### config.mk
export PLATFORM = sky130hd
export DESIGN_NAME = ex_muldiv_flat
export DESIGN_NICKNAME = d
export VERILOG_FILES = /design/src/rtl/ex_muldiv_if.sv /design/src/rtl/ex_muldiv.sv /design/src/flat_wrapper.sv
export SDC_FILE = /design/constraint.sdc
export NUM_CORES = 1
export LEC_CHECK = 0
export CORE_MARGIN = 8
export CORE_UTILIZATION = 33
export DETAILED_ROUTE_END_ITERATION = 12
export GPL_TIMING_DRIVEN = 0
export MAX_ROUTING_LAYER = met4
export SYNTH_ARGS = -nofsm -noshare
export SYNTH_HDL_FRONTEND = slang
export SYNTH_SLANG_ARGS = --single-unit
export TNS_END_PERCENT = 5
### constraint.sdc
create_clock -name clk -period 4.8 [get_ports clk]
set_input_delay 0.96 -clock clk [delete_from_list [all_inputs] [get_ports clk]]
set_output_delay 0.96 -clock clk [all_outputs]
set_load 0.03 [all_outputs]
### src/rtl/ex_muldiv_if.sv
// EX-stage multiply/divide bus: decoded controls and operands in, HI/LO and
// stall status out. The pipeline side is the master, the unit the slave.
interface ex_muldiv_if #(
    parameter int XLEN = 32
);
    logic            start;
    logic [1:0]      op;
    logic [XLEN-1:0] src_a;
    logic [XLEN-1:0] src_b;
    logic            mthi;
    logic            mtlo;
    logic            rd_hilo;
    logic [XLEN-1:0] hi_out;
    logic [XLEN-1:0] lo_out;
    logic            busy;
    logic            done;
    logic            stall_req;

    modport master (
        output start, op, src_a, src_b, mthi, mtlo, rd_hilo,
        input  hi_out, lo_out, busy, done, stall_req
    );

    modport slave (
        input  start, op, src_a, src_b, mthi, mtlo, rd_hilo,
        output hi_out, lo_out, busy, done, stall_req
    );
endinterface

### src/rtl/ex_muldiv.sv
// Iterative radix-2 MULT/MULTU/DIV/DIVU unit owning HI/LO, with pipeline stall request.
// Optional macro MULDIV_EARLY_OUT_EN: multiply exits CALC once remaining multiplier bits are zero.
module ex_muldiv (
    input  logic            clk,
    input  logic            rst_n,
    ex_muldiv_if.slave      bus
);
    localparam int XLEN = 32;

    typedef enum logic [1:0] {
        S_IDLE = 2'd0,
        S_CALC = 2'd1,
        S_FIX  = 2'd2
    } state_e;

    state_e            state_q, state_d;
    logic              div_q, div_d;
    logic              sign_a_q, sign_a_d;
    logic              sign_b_q, sign_b_d;
    logic [XLEN-1:0]   mag_b_q, mag_b_d;     // multiplier (shifts right) or divisor
    logic [2*XLEN-1:0] mcand_q, mcand_d;     // multiplicand, shifts left each step
    logic [2*XLEN-1:0] acc_q, acc_d;         // product, or {remainder, quotient}
    logic [5:0]        cnt_q, cnt_d;
    logic [XLEN-1:0]   hi_q, hi_d;
    logic [XLEN-1:0]   lo_q, lo_d;
    logic              busy_q, busy_d;
    logic              done_q, done_d;

    logic              op_signed;
    logic [XLEN-1:0]   abs_a, abs_b;
    logic [XLEN:0]     rem_shift;
    logic              rem_ge;
    logic [XLEN-1:0]   rem_sub;
    logic              last_step;
    logic              div_by_zero;
    logic [2*XLEN-1:0] prod_fix;
    logic [XLEN-1:0]   quo_fix, rem_fix;

    // Even op codes (MULT, DIV) are the signed variants.
    assign op_signed = ~bus.op[0];
    assign abs_a     = (op_signed && bus.src_a[XLEN-1]) ? -bus.src_a : bus.src_a;
    assign abs_b     = (op_signed && bus.src_b[XLEN-1]) ? -bus.src_b : bus.src_b;

    // Restoring divide step: bring in the next dividend bit, then trial-subtract.
    assign rem_shift = {acc_q[2*XLEN-1:XLEN], acc_q[XLEN-1]};
    assign rem_ge    = rem_shift >= {1'b0, mag_b_q};
    assign rem_sub   = rem_shift[XLEN-1:0] - mag_b_q;

`ifdef MULDIV_EARLY_OUT_EN
    assign last_step = (cnt_q == 6'd31) || (!div_q && (mag_b_q[XLEN-1:1] == '0));
`else
    assign last_step = (cnt_q == 6'd31);
`endif

    // A zero divisor keeps LO all-ones regardless of operand signs.
    assign div_by_zero = (mag_b_q == '0);
    assign prod_fix    = (sign_a_q ^ sign_b_q) ? -acc_q : acc_q;
    assign quo_fix     = ((sign_a_q ^ sign_b_q) && !div_by_zero) ? -acc_q[XLEN-1:0]
                                                                 : acc_q[XLEN-1:0];
    assign rem_fix     = sign_a_q ? -acc_q[2*XLEN-1:XLEN] : acc_q[2*XLEN-1:XLEN];

    always_comb begin
        // NOTE: every _d gets its hold value first, so no path leaves one unassigned and no latch is inferred.
        state_d  = state_q;
        div_d    = div_q;
        sign_a_d = sign_a_q;
        sign_b_d = sign_b_q;
        mag_b_d  = mag_b_q;
        mcand_d  = mcand_q;
        acc_d    = acc_q;
        cnt_d    = cnt_q;
        hi_d     = hi_q;
        lo_d     = lo_q;
        busy_d   = busy_q;
        done_d   = 1'b0;

        unique case (state_q)
            S_IDLE: begin
                if (bus.start) begin
                    div_d    = bus.op[1];
                    sign_a_d = op_signed & bus.src_a[XLEN-1];
                    sign_b_d = op_signed & bus.src_b[XLEN-1];
                    mag_b_d  = abs_b;
                    mcand_d  = {{XLEN{1'b0}}, abs_a};
                    acc_d    = bus.op[1] ? {{XLEN{1'b0}}, abs_a} : '0;
                    cnt_d    = '0;
                    busy_d   = 1'b1;
                    state_d  = S_CALC;
                end else begin
                    if (bus.mthi) hi_d = bus.src_a;
                    if (bus.mtlo) lo_d = bus.src_a;
                end
            end

            S_CALC: begin
                cnt_d = cnt_q + 6'd1;
                if (!div_q) begin
                    if (mag_b_q[0]) acc_d = acc_q + mcand_q;
                    mcand_d = mcand_q << 1;
                    mag_b_d = mag_b_q >> 1;
                end else if (rem_ge) begin
                    acc_d = {rem_sub, acc_q[XLEN-2:0], 1'b1};
                end else begin
                    acc_d = {rem_shift[XLEN-1:0], acc_q[XLEN-2:0], 1'b0};
                end
                if (last_step) state_d = S_FIX;
            end

            S_FIX: begin
                if (div_q) begin
                    hi_d = rem_fix;
                    lo_d = quo_fix;
                end else begin
                    hi_d = prod_fix[2*XLEN-1:XLEN];
                    lo_d = prod_fix[XLEN-1:0];
                end
                busy_d  = 1'b0;
                done_d  = 1'b1;
                state_d = S_IDLE;
            end

            default: begin
                busy_d  = 1'b0;
                state_d = S_IDLE;
            end
        endcase
    end

    always_ff @(posedge clk or negedge rst_n) begin
        if (!rst_n) begin
            state_q  <= S_IDLE;
            div_q    <= 1'b0;
            sign_a_q <= 1'b0;
            sign_b_q <= 1'b0;
            mag_b_q  <= '0;
            mcand_q  <= '0;
            acc_q    <= '0;
            cnt_q    <= '0;
            hi_q     <= '0;
            lo_q     <= '0;
            busy_q   <= 1'b0;
            done_q   <= 1'b0;
        end else begin
            // NOTE: non-blocking so every flop samples the pre-edge value of the others.
            state_q  <= state_d;
            div_q    <= div_d;
            sign_a_q <= sign_a_d;
            sign_b_q <= sign_b_d;
            mag_b_q  <= mag_b_d;
            mcand_q  <= mcand_d;
            acc_q    <= acc_d;
            cnt_q    <= cnt_d;
            hi_q     <= hi_d;
            lo_q     <= lo_d;
            busy_q   <= busy_d;
            done_q   <= done_d;
        end
    end

    assign bus.hi_out    = hi_q;
    assign bus.lo_out    = lo_q;
    assign bus.busy      = busy_q;
    assign bus.done      = done_q;
    assign bus.stall_req = busy_q & (bus.start | bus.rd_hilo | bus.mthi | bus.mtlo);
endmodule

### src/flat_wrapper.sv
// flat-port wrapper written by rule: the top's interface ports become plain ports
module ex_muldiv_flat 
  (clk, rst_n, bus_start, bus_op, bus_src_a, bus_src_b, bus_mthi, bus_mtlo, bus_rd_hilo, bus_hi_out, bus_lo_out, bus_busy, bus_done, bus_stall_req);
  ex_muldiv_if #(.XLEN(32)) bus_i ();
  input  logic clk;
  input  logic rst_n;
  input wire logic [$bits(bus_i.start)-1:0] bus_start;
  input wire logic [$bits(bus_i.op)-1:0] bus_op;
  input wire logic [$bits(bus_i.src_a)-1:0] bus_src_a;
  input wire logic [$bits(bus_i.src_b)-1:0] bus_src_b;
  input wire logic [$bits(bus_i.mthi)-1:0] bus_mthi;
  input wire logic [$bits(bus_i.mtlo)-1:0] bus_mtlo;
  input wire logic [$bits(bus_i.rd_hilo)-1:0] bus_rd_hilo;
  output wire logic [$bits(bus_i.hi_out)-1:0] bus_hi_out;
  output wire logic [$bits(bus_i.lo_out)-1:0] bus_lo_out;
  output wire logic [$bits(bus_i.busy)-1:0] bus_busy;
  output wire logic [$bits(bus_i.done)-1:0] bus_done;
  output wire logic [$bits(bus_i.stall_req)-1:0] bus_stall_req;
  assign bus_i.start = bus_start;
  assign bus_i.op = bus_op;
  assign bus_i.src_a = bus_src_a;
  assign bus_i.src_b = bus_src_b;
  assign bus_i.mthi = bus_mthi;
  assign bus_i.mtlo = bus_mtlo;
  assign bus_i.rd_hilo = bus_rd_hilo;
  assign bus_hi_out = bus_i.hi_out;
  assign bus_lo_out = bus_i.lo_out;
  assign bus_busy = bus_i.busy;
  assign bus_done = bus_i.done;
  assign bus_stall_req = bus_i.stall_req;
  ex_muldiv u_core (.clk(clk), .rst_n(rst_n), .bus(bus_i));
endmodule
After elaboration in Yosys (flattened, before gate mapping)

Cells that the tools add are included.

Bits in registers: 237
Output and inout bits: 67
Input bits: 72

Reductions and logical operators: 16
Eq/ne operators: 10
Multiplexer cells: 33
$lt $le $gt $ge: 1
$add $sub $neg: 8
Bitwise gates (word level): 9

Operators with widths:

| operator                                                                 | number |
|---|---|
| 64-bit two-way mux                                                       | 7 |
| 32-bit two-way mux                                                       | 13 |
| 64-bit case mux with 2 select lines                                      | 2 |
| 32-bit case mux with 2 select lines                                      | 3 |
| 32-bit negation                                                          | 4 |
| 64-bit adder                                                             | 1 |
| 64-bit negation                                                          | 1 |
| 33-bit by 32-bit greater-or-equal comparator with 1-bit output           | 1 |
| 32-bit logical NOT                                                       | 1 |
| 32-bit subtractor                                                        | 1 |
| 6-bit case mux with 2 select lines                                       | 1 |
| 3-bit AND reduction                                                      | 4 |
| 2-bit inequality test (second input constant)                            | 5 |
| 2-bit AND reduction                                                      | 4 |
| 6-bit by 1-bit adder with 6-bit output (second input constant)           | 1 |
| 6-bit by 5-bit equality test with 1-bit output (second input constant)   | 1 |
| 6-bit two-way mux                                                        | 1 |
| 2-bit two-way mux                                                        | 2 |
| 2-bit case mux with 2 select lines                                       | 1 |
| 2-bit nonzero test                                                       | 2 |
| 1-bit AND                                                                | 3 |
| 1-bit logical AND                                                        | 3 |
| 3-bit by 1-bit inequality test with 1-bit output (second input constant) | 1 |
| 1-bit bitwise OR                                                         | 3 |
| 9 further kinds                                                          | 11 |

Longest topological paths before layout

Word-level depth: 6
Mapped depth: 16
Gate-level depth less buffers: 15

Worst setup path after synthesis

OpenSTA, ideal clock, no wires.

Path kind: flip-flop to flip-flop
Start: register u_core.acc_q[31]
End: register u_core.acc_q[58]
Slack: 1.587 ns
Arrival: 3.083 ns
Data required time: 4.669 ns
Buffers on the path: 1
Stages on the path, launching flop included: 17
Path through: dfrtp_1 > clkbuf_1 > inv_1 > ha_1 > inv_1 > fa_1 > a211oi_2 > o211ai_1 > a211oi_2 > o21ai_1 > a31o_2 > a21o_1 > a21oi_1 > o21ai_0 > and3_1 > a21oi_1 > o21ai_1

Longest elaborated chain between the ends: 4

RTL lines:

| what                                         | RTL line                          | source |
|---|---|---|
| start, declared                              | ex_muldiv.sv:22                   | `logic [2*XLEN-1:0] acc_q, acc_d;` |
| start signal, assigned                       | ex_muldiv.sv:137                  | `acc_q <= '0;` |
| start signal, assigned                       | ex_muldiv.sv:151                  | `acc_q <= acc_d;` |
| 64-bit adder (tied with other cells)         | ex_muldiv.sv:98                   | `if (mag_b_q[0]) acc_d = acc_q + mcand_q;` |
| 64-bit two-way mux, on equally long branches | ex_muldiv.sv:98, ex_muldiv.sv:101 |  |
| 64-bit two-way mux (*)                       | ex_muldiv.sv:97                   | `if (!div_q) begin` |
| 64-bit case mux with 2 select lines (*)      | ex_muldiv.sv:77                   | `unique case (state_q)` |

Every way passes the cells marked *; elsewhere a longest branch is shown, timed or not. The select of a mux whose other input is x is not followed.
A chain may end at the register's enable or synchronous reset.

Final worst setup path

Start: input bus_start
End: register u_core.mag_b_q[22]

Longest elaborated chain between the ends: 2

RTL lines:

| what                            | RTL line          | source |
|---|---|---|
| start, declared                 | flat_wrapper.sv:7 | `input wire logic [$bits(bus_i.start)-1:0] bus_start;` |
| 2-bit inequality test (no line) | --                |  |
| 3-bit AND reduction (no line)   | --                |  |
| end signal, assigned            | ex_muldiv.sv:149  | `mag_b_q <= mag_b_d;` |
| end, declared                   | ex_muldiv.sv:20   | `logic [XLEN-1:0] mag_b_q, mag_b_d;` |

Every way passes these cells.

==> summary.md <==
| Metric | Value |
|---|---|
| Reg clk slew, reported paths | 60 ps |
| Post-synth EDFFs | 0 |
| Peak supply drop | 0.000379 V |
| Met2 Use GR | 39.4% |
| Layout cells sized above 1 | 4.76% |
| Clock skew | 16.3 ps |
| Placed insts | 3319 |
| Status | finished clean |
| Power Internal | 9030 µW |
| Sw Ratio | 54.7% |
| TritonCTS clock tree | yes |
| Lkg Pwr | 0.00903 µW |
| Comb power frac | 67.4% |
| Post-DR wirelength/cell | 25.0 µm |
| Crit end category | flip-flop |
| Top FF cell, synth | dfrtp_1 |
| Final nets | 2758 |
| Number of global-route vias before repair | 19700 |
| Routed wire length | 84200 µm |
| Antenna violations before repair | 0 |
| Hold Crit Class | input pin to async pin |
| Final Cycle Share | 92.5% |
| Row count | 88 |
| Tightest Pin Transition | 1110 ps |
| Starting Density | 33.4% |
| Clock Tree Buf Depth | 3 |
| FF+latch area | 0.00593 mm² |
| Crit path time final | 4440 ps |
| RePlAce Congestion | 0.969 |
| Synth Register Bits | 237 |
| Critical path required time | 5240 ps |
| Post-route setup TNS | 0 ps |
| # DRC | 0 |
| RSZ-0062 raised after global routing | no |
| Yosys warning count | 0 |
| Syn nets | 2590 |
| Clock Power Share | 10.9% |
| Ys async rst share | 100% |
| Router iterations before antenna repair | 5 |
| Worst-Skew Late Latency | 590 ps |
| Vias/cell | 5.93 |
| Pins Over Slew Limit | 0 |
| Fin cells | 3369 |
| H-tree lvl count | 1 |
| # diodes | 0 |
| Post-cts sizing count | 0 |
| Total CTS buffers | 28 |
| Synth unique cells | 98 |
| I/O pin count | 139 |
| CTS Sinks | 237 |
| Core Region | 0.0577 mm² |
| Met1 usage | 32.1% |
| GR peak layer | met2 |
| Post-synthesis sequential area ratio | 30.8% |
| Clock tree root buffer cell | clkbuf_16 |
| Crit path DAT | 4870 ps |
| Commonest non-fill, non-tap cell in the layout | a21oi_1 |
| Grt ovf | 0 |
| Worst Path Max Fanout | 10 |
| Die area | 0.0663 mm² |
| Multi-input logic area | 0.0125 mm² |
| Die height | 258 µm |
| Fmax | 225 MHz |
| Slew headroom | 26.1% |
| Max Cap Viol | 0 |
| Net Sw Power | 10900 µW |
| Dpl hpwl | 66600 µm |
| Mapped Cells | 2416 |
| Initial drt markers | 1931 |
| Vias | 20000 |
| Mapped Area | 0.0192 mm² |
| Hold Vio Cnt, Final | 0 |
| Power, Total | 19900 µW |
| Mean post-synth cell area | 7.97 µm² |
| Setup bufs post-CTS | 0 |
| Crit path kind | input pin to flip-flop |
| Largest net degree at the start of global routing | 114 |
| Fill cells | 6016 |
| Final antenna-violating net count | 0 |
| Tot GR Track Use | 25.1% |
| Die W | 258 µm |
| Power Density | 884 mW/mm² |
| Worst setup SP type | input pin |
| Reg power frac | 21.7% |
| Post-CTS Hold Buffers | 0 |
| I/O Buffers | 136 |
| Syn-to-layout area delta | 17.2% |
| Commonest non-fill, non-tap cells in the layout | 258 x a21oi_1, 247 x nand2_1, 243 x o21ai_0 |
| Final-report setup violation count | 0 |
| Post-layout util | 39.1% |
| First-pass GRT wire length | 126000 µm |
| Met3 GRT Util | 3.84% |
## power by group through the flow
| stage | combinational [µW] | sequential (µW) | clock (µW) |
|---|---|---|---|
| 2_1_floorplan | 8640 | 4100 | 0 |
| 3_3_place_gp | 13200 | 4270 | 0 |
| 3_5_place_dp | 13300 | 4290 | 0 |
| 5_1_grt | 14600 | 4380 | 2290 |
| 4_1_cts | 13300 | 4260 | 2210 |
| 6_report | 13400 | 4320 | 2180 |
## sequential cells by signal, summed over array words and instances, names as in the netlist, 2 cells and up
signal             cells
u_core.acc_q          64
u_core.bus.hi_out     32
u_core.bus.lo_out     32
u_core.cnt_q           6
u_core.mag_b_q        32
u_core.mcand_q        64
u_core.state_q         2
## Yosys cell counts (11+ instances only)
cell | number | area share, %
nor4_1 | 35 | 1.1
dfrtp_1 | 237 | 31
o21a_1 | 15 | 0.58
or3_1 | 30 | 0.97
clkbuf_1 | 116 | 2.3
nor3_1 | 40 | 1.0
ha_1 | 100 | 6.5
inv_1 | 64 | 1.2
nor2_1 | 230 | 4.5
a22o_1 | 34 | 1.5
o21bai_1 | 14 | 0.55
nor2b_1 | 13 | 0.42
a22oi_1 | 60 | 2.3
nand2b_1 | 18 | 0.58
a31oi_1 | 21 | 0.68
xnor2_1 | 103 | 4.7
mux2i_1 | 23 | 1.2
buf_2 | 15 | 0.39
buf_1 | 13 | 0.25
xor2_1 | 97 | 4.4
nand2_1 | 247 | 4.8
a21oi_1 | 258 | 6.7
o21ai_0 | 243 | 6.3
a211oi_1 | 15 | 0.58
o211ai_1 | 11 | 0.43
o21ai_1 | 35 | 0.91
o31ai_1 | 20 | 0.78
a221oi_1 | 23 | 1.0
nand4_1 | 41 | 1.3
o221ai_1 | 13 | 0.59
nand3_1 | 26 | 0.68
a21o_1 | 54 | 2.1
## stage by stage
step                cell area, µm²  setup WS, ps  hold slack (ps)
detailed placement           21600          -106              475
floorplan                    19200          1590              456
finish                       22600           362              302
global route                 22600           252              332
global placement             21600         -7580              470
CTS                          22600           502              309
## worst max-delay path, stage by stage
cell and delay, ps:
clkdlybuf4s50_1 510, o21bai_1 760, a21o_1 290, clkbuf_1 840, clkbuf_1 670, buf_1 660, a21oi_1 170
## cells by family (layout without fill, tap and decap cells)
logic type	after synthesis	count (layout)	synth area share, %
and+or+nand+nor	745	745	18.3
xor gates and xnor gates	200	200	9.10
AOI/OAI and AO/OA	892	892	29.1
DFF	237	237	30.8
muxes	28	28	1.57
adders and majority gates	102	102	6.71
buffers and inverters	212	400	4.41
## area by class of cell
| class | instances | share of cell area [%] |
|---|---|---|
| well taps | 765 | 4.24 |
| inverters | 65 | 1.08 |
| plain buffers | 147 | 2.68 |
| clock buffers | 38 | 3.45 |
| clock inverters | 12 | 0.649 |
| repair buffers | 138 | 6.30 |
| flip-flops and latches | 237 | 26.3 |
| multi-input cells | 1967 | 55.3 |
## metal layers
layer / up-vias / share of wire (%)
li1: 9150 / -
met1: 9786 / 43
met2: 861 / 45
met3: 190 / 7.1
met4: 0 / 4.9
met5: - / 0
## worst paths after layout
check	start	slack [ps]	depth (start not counted)	endpoint
hold / removal	rst_n	300	1	u_core.bus.hi_out[6]
setup / recovery	bus_start	360	7	u_core.mag_b_q[22]
max in group asynchronous	rst_n	3450	2	u_core.mcand_q[47]
setup reg to reg	u_core.acc_q[31]	620	16	u_core.acc_q[62]
min in group clk	u_core.bus.lo_out[11]	480	2	u_core.bus.lo_out[11]
hold reg to reg	u_core.bus.lo_out[11]	480	2	u_core.bus.lo_out[11]
Power figures use the tool's default switching activity.
